## config.mk

```make
export PLATFORM = sky130hd
export DESIGN_NAME = drysponge_mix_seq
export DESIGN_NICKNAME = d
export VERILOG_FILES = /design/src/rtl/drysponge_mix_seq.sv
export SDC_FILE = /design/constraint.sdc
export NUM_CORES = 1
export LEC_CHECK = 0
export CAP_MARGIN = 20
export CELL_PAD_IN_SITES_DETAIL_PLACEMENT = 0
export CELL_PAD_IN_SITES_GLOBAL_PLACEMENT = 2
export CORE_AREA = 2 2 357 359
export CTS_BUF_LIST = sky130_fd_sc_hd__clkbuf_8
export DETAILED_ROUTE_END_ITERATION = 8
export DIE_AREA = 0 0 359 361
export PLACE_DENSITY_LB_ADDON = 0.1
export SLEW_MARGIN = 15
export SYNTH_ARGS = -nofsm -noshare
export SYNTH_HDL_FRONTEND = slang
export SYNTH_SLANG_ARGS = --single-unit
```

## constraint.sdc

```tcl
create_clock -name clk -period 4.48 [get_ports clk]
set_input_delay 1.12 -clock clk [delete_from_list [all_inputs] [get_ports clk]]
set_output_delay 1.12 -clock clk [all_outputs]
set_load 0.03 [all_outputs]
```

## src/rtl/drysponge_mix_seq.sv

```systemverilog
// drysponge_mix_seq: sequential DrySponge/DryGASCON mix-phase engine.
// Walks the latched {pad, ds, data} stream in CW*IW-bit chunks. Each chunk
// selects one x word per capacity word, and that x word is XORed into the
// upper half of the capacity word. Between chunks the engine waits for the
// external permutation round to report completion.
// Optional feature: define DRYSPONGE_MIX_SEQ_ABORT_EN to add an `abort` input.
// The abort input returns the engine to idle from any state.
module drysponge_mix_seq #(
    parameter int CW   = 5,
    parameter int XW32 = 4,
    parameter int DW   = 128,
    parameter int DSW  = 4
) (
    input  logic                 clk,
    input  logic                 rst,
    input  logic                 in_valid,
    output logic                 in_ready,
    input  logic [DW-1:0]        in_data,
    input  logic [DSW-1:0]       in_ds,
    input  logic [64*CW-1:0]     c_in,
    input  logic [32*XW32-1:0]   x,
    output logic [64*CW-1:0]     c_out,
    output logic                 c_valid,
    output logic                 c_last,
    input  logic                 perm_done,
`ifdef DRYSPONGE_MIX_SEQ_ABORT_EN
    input  logic                 abort,
`endif
    output logic                 busy,
    output logic                 done
);

    localparam int IW    = $clog2(XW32);
    localparam int CHK   = CW * IW;
    localparam int STEPS = (DW + DSW + CHK - 1) / CHK;
    localparam int SW    = STEPS * CHK;
    localparam int STW   = (STEPS > 1) ? $clog2(STEPS) : 1;
    localparam logic [STW-1:0] LAST_STEP = STW'(STEPS - 1);

    typedef enum logic [1:0] {
        ST_IDLE = 2'd0,
        ST_MIX  = 2'd1,
        ST_WAIT = 2'd2
    } state_t;

    state_t          state_q;
    logic [STW-1:0]  step_q;
    logic [SW-1:0]   s_q;
    logic            in_ready_q;
    logic            c_valid_q;
    logic            c_last_q;
    logic            busy_q;
    logic            done_q;

    // Control FSM; every handshake output is registered alongside the state.
    always_ff @(posedge clk) begin
        if (rst) begin
            state_q    <= ST_IDLE;
            step_q     <= '0;
            s_q        <= '0;
            in_ready_q <= 1'b1;
            c_valid_q  <= 1'b0;
            c_last_q   <= 1'b0;
            busy_q     <= 1'b0;
            done_q     <= 1'b0;
        end
`ifdef DRYSPONGE_MIX_SEQ_ABORT_EN
        else if (abort) begin
            // Abort leaves the latched stream alone; only sequencing is dropped.
            state_q    <= ST_IDLE;
            step_q     <= '0;
            in_ready_q <= 1'b1;
            c_valid_q  <= 1'b0;
            c_last_q   <= 1'b0;
            busy_q     <= 1'b0;
            done_q     <= 1'b0;
        end
`endif
        else begin
            done_q <= 1'b0;
            case (state_q)
                ST_IDLE: begin
                    if (in_valid) begin
                        s_q        <= SW'({in_ds, in_data});
                        step_q     <= '0;
                        state_q    <= ST_MIX;
                        c_valid_q  <= 1'b1;
                        c_last_q   <= (LAST_STEP == '0);
                        busy_q     <= 1'b1;
                        in_ready_q <= 1'b0;
                    end
                end
                ST_MIX: begin
                    state_q   <= ST_WAIT;
                    c_valid_q <= 1'b0;
                    c_last_q  <= 1'b0;
                end
                ST_WAIT: begin
                    if (perm_done) begin
                        if (step_q == LAST_STEP) begin
                            state_q    <= ST_IDLE;
                            done_q     <= 1'b1;
                            in_ready_q <= 1'b1;
                            busy_q     <= 1'b0;
                        end else begin
                            step_q    <= step_q + 1'b1;
                            state_q   <= ST_MIX;
                            c_valid_q <= 1'b1;
                            c_last_q  <= ((step_q + 1'b1) == LAST_STEP);
                        end
                    end
                end
                default: begin
                    state_q    <= ST_IDLE;
                    step_q     <= '0;
                    in_ready_q <= 1'b1;
                    c_valid_q  <= 1'b0;
                    c_last_q   <= 1'b0;
                    busy_q     <= 1'b0;
                end
            endcase
        end
    end

    assign in_ready = in_ready_q;
    assign c_valid  = c_valid_q;
    assign c_last   = c_last_q;
    assign busy     = busy_q;
    assign done     = done_q;

    // Chunk table: one CHK-bit slice of the stream per step, chosen by step_q.
    logic [CHK-1:0] chunk_tab [STEPS];
    logic [CHK-1:0] chunk;

    genvar gi;
    generate
        for (gi = 0; gi < STEPS; gi++) begin : g_chunk
            assign chunk_tab[gi] = s_q[gi*CHK +: CHK];
        end
    endgenerate

    assign chunk = chunk_tab[step_q];

    // x word table; word 0 sits in the most significant slot of x.
    logic [31:0] xx_w [XW32];

    generate
        for (gi = 0; gi < XW32; gi++) begin : g_xx
            assign xx_w[gi] = x[32*XW32-32*(gi+1) +: 32];
        end
    endgenerate

    // Per-word mix: only the upper 32 bits of each capacity word change.
    logic [IW-1:0] idx_w [CW];

    generate
        for (gi = 0; gi < CW; gi++) begin : g_mix
            assign idx_w[gi] = chunk[IW*gi +: IW];
            assign c_out[64*CW-64*(gi+1) +: 64] =
                c_in[64*CW-64*(gi+1) +: 64] ^ {xx_w[idx_w[gi]], 32'b0};
        end
    endgenerate

endmodule

```

==> run metrics, run 1 <==
vias in the first global route=between 10k and 15k; Root Buffer=clkbuf_8; Critical Path Start Type=register; synthesized area=about 0.013 sq mm; clock tree buffer depth=2; Die Y-Extent=361 microns; Worst-path clk slew=~0.10 ns; final number of setup-violating endpoints=8; post-synthesis cell type count=between 40 and 50; via count=around 13k; part of the cycle the worst path needs=1.01; Slew Limit Fails=0; post-synthesis register bit count=between 100 and 150; CTS buffer count=17; H-tree lvl count=4; vias per cell=3.66; HP Class=register to register; first-pass GRT wire length=approximately 130 mm; Die ar.=between 0.1 and 0.15 sq mm; max_cap viols=0; Post-synth EDFFs=0; Avg Synthesized Cell Area=a little under 10 sq um; initial antenna violation count=42; all-layer global routing usage=0.142; worst vdd ir=roughly 170 uV; Layout Nets=~2.4k; Sw Share=0.411; Synth-to-Final Area Change=79.6%; die width=around 360 microns; Fmax=221 MHz; number of synthesis warnings=0; clock skew=around 0.019 ns; CTS tree=yes; starting density of the core=0.104; wire length per cell=between 20 and 30 microns; cell count after synthesis=~1.3k; setup TNS=-0.140 ns; fill count=between 10k and 15k; endpoints failing hold=0; GR Overflow Total=0; worst slew pin tran=around 0.99 ns; post-route ant nets=0; number of port buffers=roughly 600; post-route setup slack=-0.0409 ns; Detailed Routing Iterations Pass 1=5; # clock sinks=between 100 and 150; gp weighted congestion=between 0.8 and 0.9; IO Count=909; Sequential Power Share=0.248; cell-internal power=approximately 3.4 mW; RSZ-0062 raised after global routing=yes; Post-synth ARST share=0; post-DP HPWL=about 75 mm; largest net degree at the start of global routing=just under 80; Post-Syn Nets=a little under 2k; power per cell area=242 mW/mm^2; failing checks=setup timing; ratio of cells with drive above 1 in the final layout=0.367; CP Data Required Time=~3.4 ns; wirelength, routed=roughly 96 mm; Core ar.=around 0.13 sq mm; row count=between 100 and 150; power share of the clock group=0.189; arrival time worst endpoint=~3.4 ns; Slew HR=0.340; initial drt markers=621; DR DRC count=0; Setup Crit Path Kind=register to primary output; CP Capture Type=primary output; Net Sw Power=~2.3 mW; Crit Path Max Fanout=8; fin util=0.187; ys flop type=dfxtp_1; worst skew pair latency=approximately 0.50 ns; minimum clock period=about 4.5 ns; Logic pwr share=0.563; status=complete, but fails checks; Leakage=8.41 nW; sequential share of the synthesized area=0.219
-- what timing repair did --
action,in CTS,in global routing
pin swaps,33,52
endpoints found under the setup margin,160,159
gates resized for setup,168,188
hold buffers,0,0
cloned,16,4
buffers inserted,53,53
-- cell families (layout without fill, tap and decap cells) --
| logic type | Yosys count | after routing | synth area share |
|---|---|---|---|
| compound gates | 181 | 181 | 0.0787 |
| xor+xnor | 161 | 161 | 0.108 |
| fa+ha+maj | 3 | 3 | 0.00287 |
| buf+inv | 263 | 802 | 0.148 |
| flops | 143 | 143 | 0.219 |
| mux | 266 | 266 | 0.349 |
| other cells | 0 | 3 | 0 |
| simple gates | 317 | 317 | 0.0949 |
-- sequential cells by signal, summed over array words and instances, names as in the netlist --
name,count
busy,1
c_last,1
c_valid,1
done,1
in_ready,1
s_q,132
state_q,2
step_q,4
-- placed cells by master (no fill, tap or decap), drive strengths merged, types with 3 or more instances in the layout --
cell type	count
a21oi	140
o22ai	4
a21o	4
ha	3
a22oi	5
mux2i	112
inv	12
nand2	283
clkinv	6
clkdlybuf4s50	427
nor3	6
buf	333
o21ai	12
o221ai	3
nor2	13
nand2b	4
mux4	151
o32ai	4
clkbuf	21
xor2	160
dfxtp	143
diode	3
mux2	3
-- power groups by stage --
stage	clock [mW]	sequential, mW	combinational, mW
finish	1.08	1.41	3.20
global route	1.19	1.42	3.37
CTS	1.15	1.41	3.09
detailed placement	0	1.44	2.79
global placement	0	1.44	2.81
floorplan	0	1.42	1.65
-- stage by stage --
step | hold WS (ns) | setup slack (ns) | cells | instance area [sq um] | total power, mW
2_1_floorplan | 0.432 | 0.607 | 1334 | 13100 | 3.07
3_3_place_gp | 0.444 | -0.0798 | 3380 | 19800 | 4.25
3_5_place_dp | 0.444 | -0.0881 | 3380 | 19800 | 4.23
4_1_cts | 0.458 | -0.155 | 3479 | 22100 | 5.65
5_1_grt | 0.478 | -0.192 | 3524 | 23500 | 5.98
6_report | 0.456 | -0.0409 | 3526 | 23500 | 5.69
-- path summary, 6_finish.rpt --
| path | slack, ns | start | endpoint | cells after the start |
|---|---|---|---|---|
| max reg2reg | 2.19 | state_q[0] | s_q[121] | 4 |
| min reg2reg | 0.46 | s_q[0] | s_q[0] | 2 |
| min | 0.46 | s_q[0] | s_q[0] | 2 |
| max | -0.04 | step_q[0] | c_out[117] | 11 |
-- Yosys cell counts (all sizes together) (3+ instances only) --
library cell,number,area (sq um)
ha,3,37.5
dfxtp,143,2860
o21ai,12,93.8
nor2,13,48.8
mux2i,112,1120
nor3,6,30.0
a21o,4,30.0
o221ai,3,26.3
buf,210,1730
a22oi,5,37.5
o32ai,4,35.0
mux2,3,33.8
clkbuf,47,176
o22ai,4,25.0
mux4,151,3410
nand2b,4,25.0
nand2,283,1060
a21oi,140,701
inv,6,22.5
xor2,160,1400
-- critical path, stage by stage (launching register included) --
cell and delay, ns:
dfxtp_4 0.43, buf_6 0.14, buf_6 0.10, mux4_2 0.55
nand2_2 0.11, nand2_4 0.07, o21ai_4 0.15, buf_12 0.18
buf_4 0.13, mux4_2 0.61, xor2_2 0.24, buf_12 0.15
-- routing by layer --
| layer | wire [microns] | global-route usage |
|---|---|---|
| met1 | 41800 | 0.179 |
| met2 | 44400 | 0.229 |
| met3 | 8410 | 0.0574 |
| met4 | 1240 | 0.0204 |
| met5 | 231 | 0 |
-- cell type report --
class	count	area (sq um)	share of cell area
multi-input combinational	928	9730	0.414
timing repair buffer	764	8400	0.358
sequential	143	2870	0.122
tap	1650	2060	0.0879
clock buffer	17	234	0.00996
clock inverter	15	150	0.00639
inverter	6	26.3	0.00112
antenna	3	7.51	0.000320
Note: power is estimated with default switching activity, not from simulation.
==> run 2: changes to the inputs <==
Settings changed: SLEW_MARGIN 15 to not set.
==> results of run 2 <==
The final DEF is identical to that of run 1; final timing and power are the same.
==> run 3: changes to the inputs <==
--- a/config.mk
+++ b/config.mk
@@ -7,3 +7,2 @@
 export LEC_CHECK = 0
-export CAP_MARGIN = 20
 export CELL_PAD_IN_SITES_DETAIL_PLACEMENT = 0
--- a/constraint.sdc
+++ b/constraint.sdc
@@ -3,2 +3,2 @@
 set_output_delay 1.12 -clock clk [all_outputs]
-set_load 0.03 [all_outputs]
+set_load 0.01 [all_outputs]
==> run 3 against run 2 <==
Critical endpoint is now c_out[289]. Non-clock buffer count is 35 higher. Via count up 0.21%. The run still ends with setup timing left. First-iteration DRC count down 15%. Largest power group unchanged. Critical path depth unchanged. Global-route usage is 0.32 points higher. Final cell count is 1.1% higher. Worst setup slack better by 0.030 ns. Flip-flop and latch count stayed put.
==> run metrics, run 3 (synthesis results as in run 1) <==
status=complete, but fails checks; failing checks=setup timing; Crit Path Max Fanout=6 (-2); Die Y-Extent=361 microns (unchanged); Synth-to-Final Area Change=73.0%; Slew HR=0.377 (+0.0371); Post-CTS Hold Fix Bufs=0 (unchanged); Setup Crit Path Kind=register to primary output; clock skew=0.0186 ns (-0.000271 ns); Slew Limit Fails=0 (unchanged); Detailed Routing Iterations Pass 1=5 (unchanged); design area=0.0226 sq mm (-3.6%); clock tree buffer depth=2 (unchanged); Leakage=8.40 nW (about the same); Largest delay share family, worst path=multiplexers; largest net degree at the start of global routing=83 (+5.1%); CTS tree=yes; worst skew pair latency=0.50 ns (about the same); leading registers by flop count=s_q (132), step_q (4), state_q (2); power per cell area=228 mW/mm^2 (-6.0%); DR DRC count=0 (unchanged); all-layer global routing usage=0.145 (+0.00315); CP Data Required Time=3.36 ns (about the same); post-DP HPWL=78.0 mm (+3.4%); RR Endpoint=s_q[93]; number of port buffers=588 (unchanged); worst slew pin tran=0.934 ns (-0.0557 ns); post-route ant nets=0 (unchanged); via count=12.9k (+0.21%); fill count=13.9k (+1.4%); first-pass GRT wire length=129 mm (+1.9%); largest reg by FF count=s_q; vias in the first global route=13.6k (+2.6%); minimum clock period=4.49 ns (-0.0302 ns); Core ar.=0.125 sq mm (unchanged); Root Buffer=clkbuf_8; final number of setup-violating endpoints=1 (-7); # clock sinks=143 (unchanged); setup TNS=-0.0106 ns (+0.130 ns); starting density of the core=0.104 (unchanged); Worst-path clk slew=0.08 ns (-0.02 ns); IO Count=909 (unchanged); initial antenna violation count=40 (-4.8%); commonest non-fill, non-tap cell in the layout=clkdlybuf4s50_1; initial drt markers=526 (-15%); Final Total Pwr=5.16 mW (-9.4%); RSZ-0062 raised after global routing=yes; max reg flops=132 (unchanged); Die ar.=0.130 sq mm (unchanged); HP Class=register to register; peak per-stage delay on the critical path=0.57 ns (-0.04 ns); most frequent cells in the layout=clkdlybuf4s50_1 (427), nand2_1 (273), mux4_2 (151), xor2_1 (149), dfxtp_1 (141); Sequential Area=0.00287 sq mm (unchanged); Layout Nets=2482 (+1.4%); CP Cell Sequence=buf_6, buf_12, buf_6, mux4_2, nor2_1, or3_4, buf_12, buf_12, mux4_2, xor2_2, buf_2; post-place setup slack=-0.291 ns (-0.203 ns); Top cell by count, worst path=buf_12; GR Overflow Total=0 (unchanged); part of the cycle the worst path needs=1.00 (-0.00675); CTS buffer count=17 (unchanged); fin cells=3565 (+1.1%); worst vdd ir=151 uV (-11%); Crit-path slowest cell=mux4_2; R2R setup slack=2.04 ns (-0.15 ns); endpoints failing hold=0 (unchanged); Fmax=223 MHz (+0.67%); CP Capture Type=primary output; Reg2Reg Depth=4 (unchanged); Hold Crit Endpoint=s_q[28]; row count=130 (unchanged); multi-input logic area=0.00919 sq mm (-5.6%); max_cap viols=0 (unchanged); wirelength, routed=97.6 mm (+1.6%); Critical R2R Launch=state_q[0]; post-route setup slack=-0.0106 ns (+0.0302 ns); placed inst area=0.0204 sq mm (+2.9%); vias per cell=3.63 (-0.89%); placed insts=3425 (+1.3%); wire length per cell=27.4 microns (+0.46%); Worst Hold Launch=s_q[28]; hold path depth=2 (unchanged); Critical path buffers and inverters=6 (+1); die width=359 microns (unchanged); gp weighted congestion=0.835 (+4.2%); Critical Path Start Type=register; ratio of cells with drive above 1 in the final layout=0.351 (-0.0167); arrival time worst endpoint=3.37 ns (-0.03 ns); H-tree lvl count=4 (unchanged)
## run 3: cell types whose count changed in the layout (fill, tap and decap cells not counted), moves of 5 or more
cell	delta
buf_2	+119
buf_4	-89
mux2i_1	+29
mux2i_4	-28
xor2_1	+18
xor2_2	-15
buf_12	-12
buf_16	-11
clkbuf_2	+11
buf_6	+9
inv_6	-6
buf_8	+5
clkinv_4	-5
## run 3: stage by stage
stage | hold slack [ns] | utilization
detailed placement | 0.446 | 0.163
global placement | 0.444 | 0.163
floorplan | 0.432 | -
finish | 0.456 | 0.180
CTS | 0.460 | 0.177
global route | 0.480 | 0.180
## run 3: layout make-up
class,instances,area share
sequential,143,0.127
tap,1650,0.0912
clock buffer,19,0.0116
multi-input combinational,928,0.406
timing repair buffer,799,0.355
clock inverter,13,0.00752
inverter,6,0.000995
antenna,7,0.000774
## run 3: per-layer routing
| layer | part of all wire | vias to the layer above | track usage |
|---|---|---|---|
| met5 | 0.0022 | - | 0 |
| met4 | 0.016 | 32 | 0.0217 |
| met3 | 0.086 | 92 | 0.0584 |
| met2 | 0.45 | 681 | 0.230 |
| met1 | 0.44 | 6425 | 0.186 |
| li1 | - | 5714 | - |
## run 3: report_power, final
part / internal, mW / switching, mW
combinational: 1.34 / 1.23
sequential: 1.35 / 0.0606
clock: 0.627 / 0.552
total: 3.32 / 1.84
## run 3: worst max-delay path by stage
stage                      end       from  cells past startpoint  slack, ns
CTS                 c_out[175]  step_q[0]                     11      -0.21
global route        c_out[289]  step_q[0]                     11      -0.18
global placement    c_out[289]  step_q[0]                     11      -0.33
detailed placement  c_out[162]  step_q[0]                     11      -0.29
finish              c_out[289]  step_q[0]                     11      -0.01
floorplan           c_out[100]  step_q[0]                      9       0.88
## run 3: repair_timing
action,CTS,global route
pin swaps,51,77
gates cloned,14,4
endpoints found under the setup margin,160,154
setup buffers,87,41
resized for setup,759,187
## run 3: worst reg2reg max path: stages, from the launching register on
cell and delay, ns:
dfxtp_1 0.63, or3_4 0.82, buf_4 0.60, nand2_1 0.15, a21oi_1 0.17
